[config.mk]
export PLATFORM = sky130hd
export DESIGN_NAME = replacer_slot_ctrl_flat
export DESIGN_NICKNAME = d
export VERILOG_FILES = /design/src/rtl/replacer_pkg.sv /design/src/rtl/replacer_slot_ctrl_if.sv /design/src/rtl/replacer_sig_accum.sv /design/src/rtl/replacer_slot_ctrl.sv /design/src/flat_wrapper.sv
export SDC_FILE = /design/constraint.sdc
export NUM_CORES = 1
export LEC_CHECK = 0
export ABC_AREA = 1
export CAP_MARGIN = 10
export CORE_MARGIN = 10
export CORE_UTILIZATION = 47
export DETAILED_ROUTE_END_ITERATION = 10
export HOLD_SLACK_MARGIN = 0.03
export PLACE_DENSITY = 0.93
export SLEW_MARGIN = 30
export SYNTH_ARGS = -nofsm -noshare
export SYNTH_HDL_FRONTEND = slang
export SYNTH_SLANG_ARGS = --single-unit
[constraint.sdc]
create_clock -name S_AXI_ACLK -period 2.94 [get_ports S_AXI_ACLK]
set_input_delay 0.588 -clock S_AXI_ACLK [delete_from_list [all_inputs] [get_ports S_AXI_ACLK]]
set_output_delay 0.588 -clock S_AXI_ACLK [all_outputs]
set_load 0.02 [all_outputs]
[src/rtl/replacer_pkg.sv]
// rtl/replacer_pkg.sv - shared constants and encodings for the replacer slot controller
package replacer_pkg;

    localparam int PACK_BYTE_SIZE = 188;
    localparam int PACK_WORD_SIZE = PACK_BYTE_SIZE / 4;

    typedef enum logic [2:0] {
        ST_IDLE   = 3'd0,
        ST_DRAIN  = 3'd1,
        ST_LOAD   = 3'd2,
        ST_VERIFY = 3'd3,
        ST_ARMED  = 3'd4,
        ST_ERROR  = 3'd5
    } state_t;

    typedef enum logic [1:0] {
        ERR_NONE    = 2'd0,
        ERR_SIG     = 2'd1,
        ERR_INDEX   = 2'd2,
        ERR_TIMEOUT = 2'd3
    } err_t;

endpackage

[src/rtl/replacer_slot_ctrl_if.sv]
// rtl/replacer_slot_ctrl_if.sv - host write stream and replacer RAM/pump port bundle
interface replacer_slot_ctrl_if #(
    parameter int DW = 32
) ();

    logic          wr_valid;
    logic [DW-1:0] wr_data;
    logic          wr_ready;
    logic          save_replace_data_enable;
    logic [DW-1:0] in_data;
    logic [DW-1:0] in_data_index;
    logic          pump_data_enable;
    logic [DW-1:0] out_data;
    logic [DW-1:0] out_data_index;
    logic          ready_for_read;

    // controller side
    modport master (
        input  wr_valid, wr_data, out_data, out_data_index, ready_for_read,
        output wr_ready, save_replace_data_enable, in_data, in_data_index, pump_data_enable
    );

    // host and replacer side
    modport slave (
        output wr_valid, wr_data, out_data, out_data_index, ready_for_read,
        input  wr_ready, save_replace_data_enable, in_data, in_data_index, pump_data_enable
    );

endinterface

[src/rtl/replacer_sig_accum.sv]
// rtl/replacer_sig_accum.sv - clearable XOR signature accumulator
module replacer_sig_accum #(
    parameter int W = 32
) (
    input  logic         clk,
    input  logic         rst,
    input  logic         clr,
    input  logic         en,
    input  logic [W-1:0] din,
    output logic [W-1:0] acc
);

    // clear wins over accumulate so a fresh packet never folds in a stale word
    always_ff @(posedge clk) begin
        if (rst || clr) begin
            acc <= '0;
        end else if (en) begin
            acc <= acc ^ din;
        end
    end

endmodule

[src/rtl/replacer_slot_ctrl.sv]
// rtl/replacer_slot_ctrl.sv - load, verify and arm sequencer for one PID-replacer packet slot
module replacer_slot_ctrl #(
    parameter int C_S_AXI_DATA_WIDTH = 32,
    parameter int PACK_WORD_SIZE     = replacer_pkg::PACK_WORD_SIZE,
    parameter int DRAIN_CYCLES       = 16,
    parameter int VERIFY_TIMEOUT     = 64
) (
    input  logic                          S_AXI_ACLK,
    input  logic                          S_AXI_ARESET,
    input  logic                          cmd_load,
    input  logic                          cmd_arm,
    input  logic                          cmd_disarm,
    input  logic                          cmd_abort,
    input  logic [12:0]                   pid_cfg,
    replacer_slot_ctrl_if.master          bus,
    output logic                          run_enable,
    output logic [C_S_AXI_DATA_WIDTH-1:0] pid,
    output logic                          busy,
    output logic                          verify_ok,
    output logic                          error,
    output logic [1:0]                    error_code,
    output logic [2:0]                    state
);
    import replacer_pkg::*;

    localparam int DW  = C_S_AXI_DATA_WIDTH;
    localparam int WCW = $clog2(PACK_WORD_SIZE + 1);
    localparam int DCW = $clog2(DRAIN_CYCLES + 1);
    localparam int VCW = $clog2(VERIFY_TIMEOUT + 1);

    state_t         state_q, state_d;
    err_t           code_q, raise;
    logic [WCW-1:0] word_cnt;
    logic [DCW-1:0] drain_cnt;
    logic [VCW-1:0] vcnt;
    logic           wr_ready_q, save_q, pump_q, run_q, busy_q, verify_ok_q, error_q;
    logic [DW-1:0]  in_data_q, in_idx_q, pid_q;
    logic [DW-1:0]  sig, rsig, rsig_final, exp_idx;
    logic           accept, rd_valid, start_load, do_arm, verify_pass;

    // an abort on the same cycle as a handshake discards that word
    assign accept     = bus.wr_valid && wr_ready_q && !cmd_abort;
    // pump rises one cycle after entry and the replacer adds one more
    assign rd_valid   = (state_q == ST_VERIFY) && (vcnt >= VCW'(2)) &&
                        (vcnt <= VCW'(PACK_WORD_SIZE + 1));
    assign exp_idx    = DW'(vcnt - VCW'(2));
    // include a word arriving together with ready_for_read
    assign rsig_final = rsig ^ (rd_valid ? bus.out_data : '0);

    replacer_sig_accum #(.W(DW)) u_sig (
        .clk (S_AXI_ACLK),
        .rst (S_AXI_ARESET),
        .clr (start_load),
        .en  (accept),
        .din (bus.wr_data),
        .acc (sig)
    );

    replacer_sig_accum #(.W(DW)) u_rsig (
        .clk (S_AXI_ACLK),
        .rst (S_AXI_ARESET),
        .clr (state_q != ST_VERIFY),
        .en  (rd_valid),
        .din (bus.out_data),
        .acc (rsig)
    );

    // next state and command decode, abort > disarm > load > arm
    always_comb begin
        state_d     = state_q;
        start_load  = 1'b0;
        do_arm      = 1'b0;
        verify_pass = 1'b0;
        raise       = ERR_NONE;
        if (cmd_abort) begin
            state_d = ST_IDLE;
        end else begin
            case (state_q)
                ST_IDLE: begin
                    if (cmd_load) begin
                        start_load = 1'b1;
                        state_d    = ST_LOAD;
                    end else if (cmd_arm && verify_ok_q) begin
                        do_arm  = 1'b1;
                        state_d = ST_ARMED;
                    end
                end
                ST_ARMED: begin
                    if (cmd_disarm) begin
                        state_d = ST_IDLE;
                    end else if (cmd_load) begin
                        start_load = 1'b1;
                        state_d    = ST_DRAIN;
                    end
                end
                ST_DRAIN: begin
                    if (drain_cnt == DCW'(DRAIN_CYCLES - 1)) state_d = ST_LOAD;
                end
                ST_LOAD: begin
                    if (accept && (word_cnt == WCW'(PACK_WORD_SIZE - 1))) state_d = ST_VERIFY;
                end
                ST_VERIFY: begin
                    if (rd_valid && (bus.out_data_index != exp_idx)) raise = ERR_INDEX;
                    if (bus.ready_for_read) begin
                        if ((rsig_final == sig) && !error_q && (raise == ERR_NONE)) begin
                            verify_pass = 1'b1;
                            state_d     = ST_IDLE;
                        end else begin
                            if (raise == ERR_NONE) raise = ERR_SIG;
                            state_d = ST_ERROR;
                        end
                    end else if (vcnt == VCW'(VERIFY_TIMEOUT - 1)) begin
                        if (raise == ERR_NONE) raise = ERR_TIMEOUT;
                        state_d = ST_ERROR;
                    end
                end
                ST_ERROR: begin
                    if (cmd_load) begin
                        start_load = 1'b1;
                        state_d    = ST_LOAD;
                    end
                end
                default: state_d = ST_IDLE;
            endcase
        end
    end

    // state, counters and registered outputs
    always_ff @(posedge S_AXI_ACLK) begin
        if (S_AXI_ARESET) begin
            state_q     <= ST_IDLE;
            code_q      <= ERR_NONE;
            word_cnt    <= '0;
            drain_cnt   <= '0;
            vcnt        <= '0;
            wr_ready_q  <= 1'b0;
            save_q      <= 1'b0;
            pump_q      <= 1'b0;
            run_q       <= 1'b0;
            busy_q      <= 1'b0;
            verify_ok_q <= 1'b0;
            error_q     <= 1'b0;
            in_data_q   <= '0;
            in_idx_q    <= '0;
            pid_q       <= '0;
        end else begin
            state_q    <= state_d;
            busy_q     <= (state_d != ST_IDLE) && (state_d != ST_ARMED);
            wr_ready_q <= (state_d == ST_LOAD);
            run_q      <= (state_d == ST_ARMED);
            pump_q     <= (state_q == ST_VERIFY) && (state_d == ST_VERIFY);
            save_q     <= accept;
            if (accept) begin
                in_data_q <= bus.wr_data;
                in_idx_q  <= DW'(word_cnt);
            end
            if (start_load)  word_cnt <= '0;
            else if (accept) word_cnt <= word_cnt + WCW'(1);
            drain_cnt <= (state_q == ST_DRAIN)  ? drain_cnt + DCW'(1) : '0;
            vcnt      <= (state_q == ST_VERIFY) ? vcnt + VCW'(1)      : '0;
            if (do_arm) pid_q <= DW'(pid_cfg);
            if (cmd_abort || start_load) verify_ok_q <= 1'b0;
            else if (verify_pass)        verify_ok_q <= 1'b1;
            if (start_load) begin
                error_q <= 1'b0;
                code_q  <= ERR_NONE;
            end else if (!error_q && (raise != ERR_NONE)) begin
                error_q <= 1'b1;
                code_q  <= raise;
            end
        end
    end

    assign bus.wr_ready                 = wr_ready_q;
    assign bus.save_replace_data_enable = save_q;
    assign bus.in_data                  = in_data_q;
    assign bus.in_data_index            = in_idx_q;
    assign bus.pump_data_enable         = pump_q;
    assign run_enable                   = run_q;
    assign pid                          = pid_q;
    assign busy                         = busy_q;
    assign verify_ok                    = verify_ok_q;
    assign error                        = error_q;
    assign error_code                   = code_q;
    assign state                        = state_q;

endmodule

[src/flat_wrapper.sv]
// flat-port wrapper written by rule: the top's interface ports become plain ports
module replacer_slot_ctrl_flat import replacer_pkg::*;
#(
    parameter int C_S_AXI_DATA_WIDTH = 32,
    parameter int PACK_WORD_SIZE     = replacer_pkg::PACK_WORD_SIZE,
    parameter int DRAIN_CYCLES       = 16,
    parameter int VERIFY_TIMEOUT     = 64
)
  (S_AXI_ACLK, S_AXI_ARESET, cmd_load, cmd_arm, cmd_disarm, cmd_abort, pid_cfg, run_enable, pid, busy, verify_ok, error, error_code, state, bus_wr_valid, bus_wr_data, bus_out_data, bus_out_data_index, bus_ready_for_read, bus_wr_ready, bus_save_replace_data_enable, bus_in_data, bus_in_data_index, bus_pump_data_enable);
  replacer_slot_ctrl_if #(.DW(32)) bus_i ();
  input  logic S_AXI_ACLK;
  input  logic S_AXI_ARESET;
  input  logic cmd_load;
  input  logic cmd_arm;
  input  logic cmd_disarm;
  input  logic cmd_abort;
  input  logic [12:0] pid_cfg;
  output logic run_enable;
  output logic [C_S_AXI_DATA_WIDTH-1:0] pid;
  output logic busy;
  output logic verify_ok;
  output logic error;
  output logic [1:0] error_code;
  output logic [2:0] state;
  input wire logic [$bits(bus_i.wr_valid)-1:0] bus_wr_valid;
  input wire logic [$bits(bus_i.wr_data)-1:0] bus_wr_data;
  input wire logic [$bits(bus_i.out_data)-1:0] bus_out_data;
  input wire logic [$bits(bus_i.out_data_index)-1:0] bus_out_data_index;
  input wire logic [$bits(bus_i.ready_for_read)-1:0] bus_ready_for_read;
  output wire logic [$bits(bus_i.wr_ready)-1:0] bus_wr_ready;
  output wire logic [$bits(bus_i.save_replace_data_enable)-1:0] bus_save_replace_data_enable;
  output wire logic [$bits(bus_i.in_data)-1:0] bus_in_data;
  output wire logic [$bits(bus_i.in_data_index)-1:0] bus_in_data_index;
  output wire logic [$bits(bus_i.pump_data_enable)-1:0] bus_pump_data_enable;
  assign bus_i.wr_valid = bus_wr_valid;
  assign bus_i.wr_data = bus_wr_data;
  assign bus_i.out_data = bus_out_data;
  assign bus_i.out_data_index = bus_out_data_index;
  assign bus_i.ready_for_read = bus_ready_for_read;
  assign bus_wr_ready = bus_i.wr_ready;
  assign bus_save_replace_data_enable = bus_i.save_replace_data_enable;
  assign bus_in_data = bus_i.in_data;
  assign bus_in_data_index = bus_i.in_data_index;
  assign bus_pump_data_enable = bus_i.pump_data_enable;
  replacer_slot_ctrl #(.C_S_AXI_DATA_WIDTH(C_S_AXI_DATA_WIDTH), .PACK_WORD_SIZE(PACK_WORD_SIZE), .DRAIN_CYCLES(DRAIN_CYCLES), .VERIFY_TIMEOUT(VERIFY_TIMEOUT)) u_core (.S_AXI_ACLK(S_AXI_ACLK), .S_AXI_ARESET(S_AXI_ARESET), .cmd_load(cmd_load), .cmd_arm(cmd_arm), .cmd_disarm(cmd_disarm), .cmd_abort(cmd_abort), .pid_cfg(pid_cfg), .bus(bus_i), .run_enable(run_enable), .pid(pid), .busy(busy), .verify_ok(verify_ok), .error(error), .error_code(error_code), .state(state));
endmodule
======== After elaboration in Yosys (flattened, before gate mapping) ========
Index checks and enable logic that the tools add are counted.
storage, ports and cells
  bits in registers ....................... 145
  output and inout port bits .............. 108
  word-level logic and storage cells ...... 104
cells by class
  add/sub/neg operators ................... 4
  order comparisons ....................... 2
  equal/unequal tests ..................... 15
  muxes and demuxes ....................... 35
  bitwise operators ....................... 5
  reductions and logical operators ........ 26
operators with widths
  cell                                                                                 number
  32-bit bitwise XOR                                                                   3
  3-bit two-way mux                                                                    11
  32-bit == test                                                                       1
  32-bit two-way mux                                                                   1
  32-bit != test                                                                       1
  2-bit two-way mux                                                                    10
  3-bit case mux with 6 select lines                                                   1
  3-bit by 2-bit == test with 1-bit output, second input constant                      4
  1-bit logical AND                                                                    12
  1-bit two-way mux                                                                    11
  2-bit OR reduction                                                                   5
  3-bit == test, second input constant                                                 3
  7-bit by 2-bit subtractor with 8-bit output, second input constant                   1
  7-bit by 1-bit adder with 7-bit output, second input constant                        1
  7-bit by 6-bit == test with 1-bit output, second input constant                      1
  7-bit by 2-bit greater-or-equal comparator with 1-bit output, second input constant  1
  7-bit by 6-bit less-or-equal comparator with 1-bit output, second input constant     1
  6-bit by 1-bit adder with 6-bit output, second input constant                        1
  6-bit == test, second input constant                                                 1
  5-bit by 1-bit adder with 5-bit output, second input constant                        1
  5-bit by 4-bit == test with 1-bit output, second input constant                      1
  3-bit by 1-bit == test with 1-bit output, second input constant                      1
  3-bit zero test                                                                      1
  1-bit logical OR                                                                     3
  8 further kinds                                                                      10

======== Logic depth before layout (Yosys ltp) ========
Gate-level depths: netlist (run 1).
  depth in word-level cells ............... 15
  mapped depth ............................ 23

======== By module ========
Synthesis (run 1) repeated with hierarchy kept, for this count alone.
unflattened totals
  cells, all modules ...................... 1141
  area, all modules ....................... 7756.2 sq um
modules (own cells, without submodules)
  module              instances  cells each  area an instance (sq um)  sequential area each (sq um)
  replacer_slot_ctrl  1          799         5106.1                    1621.6
  replacer_sig_accum  2          171         1325.0                    640.6

======== Worst setup path before layout (run 1) ========
Ideal clock, no wire load.
  path kind ............................... reg2reg
  start ................................... register u_core.vcnt[2]
  end ..................................... register u_core.run_q (netlist: u_core.run_enable)
  library setup time ...................... 0.065 ns
  arrival time ............................ 2.199 ns
  required time ........................... 2.875 ns
  setup slack ............................. 0.676 ns
  stages on the path, launching flop included .. 24
  period minus slack after synthesis ...... 2.264 ns
  cells stage by stage .................... dfxtp_1 -> inv_1 -> ha_1 -> inv_1 -> nor2_1 -> nand2_1 -> nand3_2 -> buf_2 -> buf_6 -> nand3_1 -> nand2_1 -> nand2_1 -> nand2_1 -> nor2_1 -> nand2_1 -> nor2_1 -> nand2_1 -> nor2_2 -> nand3_1 -> nand2_1 -> nand2_1 -> nand2_1 -> nand2_1 -> nor2_1
between the ends
  word-level cells in the longest chain between the ends .. 14
  elaborated cells between the ends (all ways) .. 23
  those cells by class .................... 1 x add/sub; 2 x order compare; 4 x eq/ne; 9 x mux; 1 x bitwise; 6 x reduce/logical
RTL lines
  item                                                                                                  line                       source
  start, declared                                                                                       replacer_slot_ctrl.sv:35   logic [VCW-1:0] vcnt;
  start signal, assigned                                                                                replacer_slot_ctrl.sv:160  vcnt <= (state_q == ST_VERIFY) ? vcnt + VCW'(1) : '0;
  parallel branches: the longest is 10 deep, another holds 7-bit by 2-bit subtractor with 8-bit output  n/a
  3-bit two-way mux *                                                                                   replacer_slot_ctrl.sv:104  if (bus.ready_for_read) begin
  3-bit case mux with 6 select lines *                                                                  replacer_slot_ctrl.sv:78   case (state_q)
  3-bit two-way mux *                                                                                   replacer_slot_ctrl.sv:75   if (cmd_abort) begin
  3-bit == test *                                                                                       replacer_slot_ctrl.sv:150  run_q <= (state_d == ST_ARMED);
  end signal, assigned                                                                                  replacer_slot_ctrl.sv:150
  end, declared                                                                                         replacer_slot_ctrl.sv:36   logic wr_ready_q, save_q, pump_q, run_q, busy_q, verify_ok_q, error_q;
Every way passes the cells marked *. The select of a mux whose other input is x is not followed.
A chain may end at the register's enable or synchronous reset.

======== Worst setup path in the final report (run 1) ========
Ends and elaborated chain as after synthesis.

==> results of run 1 <==
[layout make-up]
type,instances,area [um2]
fill,1210,5176
multi-input combinational,719,3551
sequential,145,2909
timing repair buffer,193,1912
clock buffer,20,456.7
inverter,64,242.7
tap,184,230.2
clock inverter,12,108.9
antenna,1,2.502
[layout by cell type (no fill, tap or decap), types with 5 or more instances in the layout]
cell type / synthesis / routed
clkdlybuf4s50_1: 0 / 178
inv_1: 59 / 59
a21oi_1: 90 / 90
dfxtp_2: 0 / 5
nand4_1: 11 / 11
ha_1: 9 / 9
nor3_1: 15 / 15
nand3_1: 62 / 61
xor2_1: 60 / 60
clkbuf_16: 0 / 17
o21ai_0: 25 / 25
dfxtp_1: 145 / 140
nor2_1: 117 / 116
conb_1: 1 / 45
nor4_1: 8 / 8
xnor2_1: 7 / 7
buf_4: 46 / 11
clkinvlp_4: 0 / 5
nand3_2: 9 / 10
nand2_1: 240 / 240
[registers in the layout (all words and copies together) (netlist names), 2 cells and up]
| register | count |
|---|---|
| u_core.u_rsig.acc | 32 |
| u_core.u_sig.acc | 32 |
| u_core.vcnt | 7 |
| u_core.error_code | 2 |
| u_core.bus.in_data | 32 |
| u_core.state | 3 |
| u_core.pid | 13 |
| u_core.word_cnt | 6 |
| u_core.bus.in_data_index | 6 |
| u_core.drain_cnt | 5 |
[through the flow]
| stage | hold slack [ns] | util (%) | std cells |
|---|---|---|---|
| global placement | 0.4355 | 60.50 | 1305 |
| detailed placement | 0.4432 | 60.50 | 1305 |
| floorplan | 0.4176 | - | 1007 |
| CTS | 0.4510 | 64.37 | 1337 |
| finish | 0.4519 | 64.52 | 1338 |
| global route | 0.4677 | 64.50 | 1337 |
[path summary, 6_finish.rpt]
check / depth (start not counted) / slack, ns / start / to
worst max register to register: 22 / 0.36 / u_core.vcnt[2] / u_core.run_enable
worst max-delay path: 22 / 0.36 / u_core.vcnt[2] / u_core.run_enable
worst min-delay path: 1 / 0.45 / u_core.drain_cnt[0] / u_core.drain_cnt[0]
worst min register to register: 1 / 0.45 / u_core.drain_cnt[0] / u_core.drain_cnt[0]
[layer usage]
metal	global-route usage, %	up-vias	part of all wire [%]
met4	6.240	0	1.7
met5	0	-	0
li1	-	3350	-
met3	7.777	27	10
met2	34.76	214	50
met1	20.71	3101	38
[kinds of logic after synthesis]
kind of cell | Yosys count | share of synthesized area (%)
buffers and inverters | 143 | 10.65
flip-flops | 145 | 41.37
AND/OR/NAND/NOR | 477 | 29.21
adder cells (fa/ha/maj) | 9 | 1.605
AO/OA/AOI/OAI | 121 | 8.755
XOR/XNOR | 67 | 8.363
other | 1 | 0.05344
[where the power goes]
group	total [mW]	switching [mW]	internal, mW
Combinational	0.379	0.190	0.189
Sequential	1.99	0.0101	1.98
Clock	2.04	0.833	1.21
Total	4.41	1.03	3.37
[critical path: cells and delay by family (launching register included)]
| kind | cells | cell delay, ns |
|---|---|---|
| and+or+nand+nor | 18 | 1.66 |
| DFF | 1 | 0.37 |
| buffers and inverters | 3 | 0.31 |
| adders and majority gates | 1 | 0.18 |
==> results.cfg, run 1 <==
[critical_path]
criticalPathCategory = flop to flop
path_cells = inv_1 > ha_1 > inv_1 > nor2_1 > nand2_1 > nand3_2 > nand2_2 > buf_4 > nand2_1 > nand3_1 > nand2_1 > nor2_2 > nand2_1 > nor2_1 > nand2_1 > nor2_2 > nand3_1 > nand2_1 > nand2_1 > nand2_1 > nand2_1 > nor2_1
arrival_ns = 2.93
critPathMaxStageDelay_ns = 0.37
worstSetupStartpointType = flop
critPathCaptureType = flop
slowest_stage = dfxtp_2
cp_common_cell = nand2_1
worstPathRequired_ns = 3.29
crit_fanout = 9

[die]
io_pins = 225
coreArea_um2 = 14590
die_y_um = 142.2
rows = 44
fp.dieArea_um2 = 20220
die_w_um = 142.2
initial_core_util_pct = 48.10

[min_path]
hp-class = flop to flop

[sta]
clock_skew_ns = 0.006698
worstMarginPinSlew_ns = 0.6823
fmax_mhz = 387.6
fin_crit_ns = 2.580
drv_slew = 0
setup_viol = 0
period_share_pct = 87.75
finalHoldViolCount = 0
setup_tns_ns = 0
rsz0062_at_grt = no
slew_headroom_pct = 54.46
layout_setup_ws_ns = 0.3602

[place]
place_area_um2 = 8826
post-place-ws_ns = 0.1976
hpwl_um = 15270
gp_congestion = 0.9052
portBuffers = 179

[layout]
drive_gt1_share_pct = 6.678
final_area_um2 = 9413
nNetsFinal = 1266
syn_to_final_growth_pct = 34.15

[grt]
grt_antenna_before_repair = 1
grt_pass1_wl_um = 32300
grt_max_degree = 43
grt_pass1_vias = 6730
grt_use_total_pct = 19.59
grt_overflow = 0

[synthesis]
synthArstFlopShare_pct = 0
ys_seq_area_share_pct = 41.37
synth-edff-count = 0
synth_warnings = 0
yosys.area.top_type_share_pct = 41.37
netlist_top_cells_count = 240 x nand2_1, 145 x dfxtp_1, 117 x nor2_1
netlist_area_um2 = 7017
synth.largest_area_cell = dfxtp_1
synth_cells = 963
synth.lib_cells_used.distinct = 33
ys_seq_elements = 145
avgSynthCellArea_um2 = 7.286
synth_most_common_cell = nand2_1
synthTopCellsByArea = dfxtp_1 41%, nand2_1 13%, xor2_1 7.5%
synth_flop_cell = dfxtp_1

[status]
run_status = finished, final reports clean

[route]
routedWlPerCell_um = 15.17
via_count = 6692
wl_um = 20300
viasPerCell = 5.001
drc = 0
drt-initial-drc-count = 362
drtPass1Iterations = 5
postRouteAntennaNets = 0

[pwr]
finalPower_mw = 4.408
ir_drop_uv = 511.6
leakagePower_nw = 3.798
power_density_nw_per_um2 = 468.3

[clocking]
clk_pin_slew_ns = 0.06
clockBufferDepth = 2
cts_made_buffers = 17
clock_latency_ns = 0.42
cts_sinks = 145
postCtsSetupBuffers = 0
clockRootBuffer = clkbuf_16
cts-resized-gates = 0
cts_tree = yes
cts_hold_repair.buffers = 0
htree_levels = 4

[run]
drv_cap = 0
No activity file was read; power rests on OpenSTA's default activity.
==> run 2, diff against run 1 <==
CORE_UTILIZATION = 42   (was 47)
PLACE_DENSITY = 0.89   (was 0.93)
TNS_END_PERCENT = 5   (was unset)
clock period = 2.32 ns   (was 2.94 ns; I/O delays follow)
==> results.cfg, run 2 (synthesized netlist as in run 1, its figures left out) <==
[route]
wl_um = 21910
routedWlPerCell_um = 15.48
drc = 0
drt-initial-drc-count = 298
via_count = 6926
drtPass1Iterations = 4
postRouteAntennaNets = 0
viasPerCell = 4.895

[sta]
period_share_pct = 107.4
worstMarginPinSlew_ns = 0.5052
clock_skew_ns = 0.008262
drv_slew = 0
fmax_mhz = 401.2
slew_headroom_pct = 65.97
finalHoldViolCount = 0
setup_viol = 9
layout_setup_ws_ns = -0.1727
fin_crit_ns = 2.493
hold_ws_ns = 0.4387
rsz0062_at_grt = yes

[place]
portBuffers = 179
post-place-ws_ns = -0.2764
gp_congestion = 0.8597
hpwl_um = 16030
dp_cells = 1377

[run]
drv_cap = 0

[critical_path]
reg2reg_depth = 22
crit_buf_inv = 4
path_cells = inv_1 > ha_1 > inv_1 > nor2_1 > nand2_1 > nand3_4 > nand2_8 > buf_12 > buf_4 > nand2_1 > nand2_1 > nand2_1 > nand4_1 > nor2_1 > nand2_1 > nor2_2 > nand3_2 > nand2_1 > nand2_1 > nand2_2 > nand2_1 > nor2_1
slowest_stage = dfxtp_2
cp_top_family = simple AND/OR/NAND/NOR gates
r2r_start = u_core.vcnt[2]
r2r_slack_ns = -0.17
critPathMaxStageDelay_ns = 0.32
crit_fanout = 14
worstSetupStartpointType = flop
cp_common_cell = nand2_1
rr_endpoint = u_core.run_enable
criticalPathCategory = flop to flop
arrival_ns = 2.86
worstPathRequired_ns = 2.69
critPathCaptureType = flop

[layout]
nNetsFinal = 1308
drive_gt1_share_pct = 10.55
syn_to_final_growth_pct = 42.46
post-route-util_pct = 60.71
nFillCells = 1425
final_common_cell = nand2_1
layout_common_cells = 237 x nand2_1, 178 x clkdlybuf4s50_1, 143 x dfxtp_1, 114 x nor2_1, 90 x a21oi_1
stdcell_count = 1415

[min_path]
holdPathStages = 4
hp-start = S_AXI_ARESET
hp-class = input pin to flop
min_to = u_core.state[2]

[die]
coreArea_um2 = 16470
fp.dieArea_um2 = 22280
die_w_um = 149.3
rows = 47
initial_core_util_pct = 42.61
io_pins = 225
die_y_um = 149.3

[grt]
grt_antenna_before_repair = 2
grt_pass1_vias = 6983
grt_max_degree = 43
grt_use_total_pct = 19.32
grt_overflow = 0
busiest_layer = met2
grt_pass1_wl_um = 34460
grt_util_met2_pct = 34.79
grtUsageMet3_pct = 8.313
use_met1_pct = 19.59

[pwr]
finalPower_mw = 5.968
power_density_nw_per_um2 = 597.0
ir_drop_uv = 546.1
leakagePower_nw = 4.077

[clocking]
cts_tree = yes
clk_pin_slew_ns = 0.06
clock_latency_ns = 0.43
cts_sinks = 145
htree_levels = 4
clockRootBuffer = clkbuf_16
cts_hold_repair.buffers = 0
clockBufferDepth = 2
cts_made_buffers = 17

[status]
run_status = finished, violations left
failed_checks = negative setup slack
## run 2: changes by cell type in the layout (fill, tap and decap cells not counted), sizes merged
cell,previous run,this run
buf,15,57
clkinv,6,2
bufinv,1,4
clkinvlp,5,3
inv,64,66
## run 2: cell type report
| class | instances | area, um2 | area share, % |
|---|---|---|---|
| antenna | 1 | 2.502 | 0.02503 |
| clock buffer | 20 | 456.7 | 4.569 |
| clock inverter | 11 | 177.7 | 1.777 |
| inverter | 64 | 242.7 | 2.428 |
| multi-input combinational | 719 | 3621 | 36.22 |
| sequential | 145 | 2905 | 29.06 |
| tap | 220 | 275.3 | 2.754 |
| timing repair buffer | 235 | 2315 | 23.16 |
## run 2: how the worst max path moves through the flow
stage                         startpoint                 to  cells after the start
final                     u_core.vcnt[2]  u_core.run_enable                     22
after global routing      u_core.vcnt[2]  u_core.run_enable                     23
after CTS                 u_core.vcnt[2]  u_core.run_enable                     21
after detailed placement  u_core.vcnt[2]  u_core.run_enable                     19
after global placement    u_core.vcnt[2]  u_core.run_enable                     19
after floorplan           u_core.vcnt[2]  u_core.run_enable                     23
## run 2: what timing repair did
item / in CTS / in global routing
cloned: 1 / 0
gates resized for setup: 16 / 5
endpoints found under the setup margin: 9 / 9
pin swaps: 6 / 4
buffers inserted: 5 / 0
## run 2: power by group
part	switching [mW]	leakage, nW	total (mW)	internal [mW]
Sequential	0.0121	1.17	2.52	2.51
Clock	1.09	0.299	2.95	1.86
Combinational	0.249	2.61	0.495	0.246
## run 2: through the flow
step / TNS, ns / instance area [um2]
after detailed placement: -1.755 / 9191
after CTS: -0.8086 / 9976
after global routing: -3.142 / 9993
after floorplan: 0 / 7182
final: -1.101 / 9996
after global placement: -0.9607 / 9191
## run 2: routing by layer
layer / wire length (um) / part of all wire (%) / vias to the layer above
met4: 393 / 1.8 / 2
li1: - / - / 3451
met5: 8 / 0.037 / -
met2: 11200 / 51 / 220
met3: 2247 / 10 / 29
met1: 8061 / 37 / 3224
## run 2: worst min-delay path, delay by kind of cell
kind,cells,cell delay (ns)
and+or+nand+nor,1,0.12
buffers and inverters,3,0.24
==> run 3, diff against run 2 <==
SKIP_CTS_REPAIR_TIMING = 1   (was unset)
==> results.cfg, run 3 (synthesized netlist as in run 1, its figures left out) <==
[layout]
stdcell_count = 1410
drive_gt1_share_pct = 10.93
syn_to_final_growth_pct = 41.35
layout_common_cells = 232 x nand2_1, 178 x clkdlybuf4s50_1, 143 x dfxtp_1, 111 x nor2_1, 90 x a21oi_1
final_common_cell = nand2_1
nNetsFinal = 1303
final_area_um2 = 9918
post-route-util_pct = 60.24

[place]
gp_congestion = 0.8597
post-place-ws_ns = -0.2764
portBuffers = 179
dp_cells = 1377
hpwl_um = 16030
place_area_um2 = 9191

[critical_path]
worstSetupStartpointType = flop
crit_fanout = 14
r2r_start = u_core.vcnt[2]
critPathCaptureType = flop
cp_top_family = simple AND/OR/NAND/NOR gates
slowest_stage = dfxtp_2
arrival_ns = 2.80
critPathMaxStageDelay_ns = 0.32
worstPathRequired_ns = 2.68
cp_common_cell = nand2_1
startpoint = u_core.vcnt[2]
path_cells = buf_4 > nor3_4 > nand3_2 > nand2_4 > buf_12 > buf_4 > nand2_1 > nand3_1 > nand4_1 > nor2_1 > nand2_1 > nor2_2 > nand3_2 > nand2_1 > nand2_1 > nand2_2 > nand2_1 > nor2_1
crit_buf_inv = 3
criticalPathCategory = flop to flop

[route]
wl_um = 21670
routedWlPerCell_um = 15.37
via_count = 6933
drtPass1Iterations = 5
drt-initial-drc-count = 313
viasPerCell = 4.917
drc = 0
postRouteAntennaNets = 0

[sta]
worstMarginPinSlew_ns = 0.4952
drv_slew = 0
setup_tns_ns = -0.5181
rsz0062_at_grt = yes
period_share_pct = 105.1
setup_viol = 8
fin_crit_ns = 2.439
slew_headroom_pct = 66.64
layout_setup_ws_ns = -0.1187
clock_skew_ns = 0.01058
finalHoldViolCount = 0
fmax_mhz = 410.0
hold_ws_ns = 0.4436

[clocking]
cts_tree = yes
clockBufferDepth = 2
clk_pin_slew_ns = 0.07
clockRootBuffer = clkbuf_16
cts_made_buffers = 17
clock_latency_ns = 0.43
cts_sinks = 145
htree_levels = 4

[die]
die_y_um = 149.3
fp.dieArea_um2 = 22280
initial_core_util_pct = 42.61
io_pins = 225
die_w_um = 149.3
rows = 47
coreArea_um2 = 16470

[pwr]
power_density_nw_per_um2 = 602.4
ir_drop_uv = 545.3
leakagePower_nw = 4.057
finalPower_mw = 5.974

[min_path]
hp-class = input pin to flop
hp-start = S_AXI_ARESET

[grt]
grt_antenna_before_repair = 2
grt_overflow = 0
grt_pass1_wl_um = 33900
grt_pass1_vias = 6923
grt_max_degree = 43
grt_use_total_pct = 18.95

[status]
run_status = finished, violations left
failed_checks = negative setup slack

[run]
drv_cap = 0
==> run 3: where the power goes <==
part / internal, mW / total (mW) / switching, mW
combinational: 0.247 / 0.496 / 0.249
sequential: 2.51 / 2.52 / 0.0121
clock: 1.86 / 2.96 / 1.10
==> run 3: final timing paths <==
check,slack (ns),endpoint,depth (start not counted)
worst max-delay path,-0.12,u_core.run_enable,18
worst min register to register,0.45,u_core.drain_cnt[0],1
worst max register to register,-0.12,u_core.run_enable,18
worst min-delay path,0.44,u_core.error_code[0],4
==> run 3: routing by layer <==
layer	GRT usage, %	part of all wire (%)	vias up
li1	-	-	3443
met1	19.38	37	3237
met4	5.545	1.6	2
met2	34.16	51	222
met5	0	0.037	-
met3	8.283	10	29
==> run 3: final cells by class <==
type / count / area [um2]
diodes: 1 / 2.502
clock buffers: 20 / 456.7
clock inverters: 11 / 177.7
fillers: 1430 / 6548
inverters: 64 / 242.7
multi-input cells: 719 / 3626
flip-flops and latches: 145 / 2905
well taps: 220 / 275.3
repair buffers: 230 / 2232
==> run 3: worst reg2reg max path: stages, from the launching register on <==
cell and delay [ns]:
dfxtp_2 0.32, buf_4 0.15, nor3_4 0.22, nand3_2 0.16, nand2_4 0.15, buf_12 0.16
buf_4 0.12, nand2_1 0.07, nand3_1 0.10, nand4_1 0.15, nor2_1 0.12, nand2_1 0.07
nor2_2 0.11, nand3_2 0.10, nand2_1 0.06, nand2_1 0.07, nand2_2 0.09, nand2_1 0.05
nor2_1 0.11
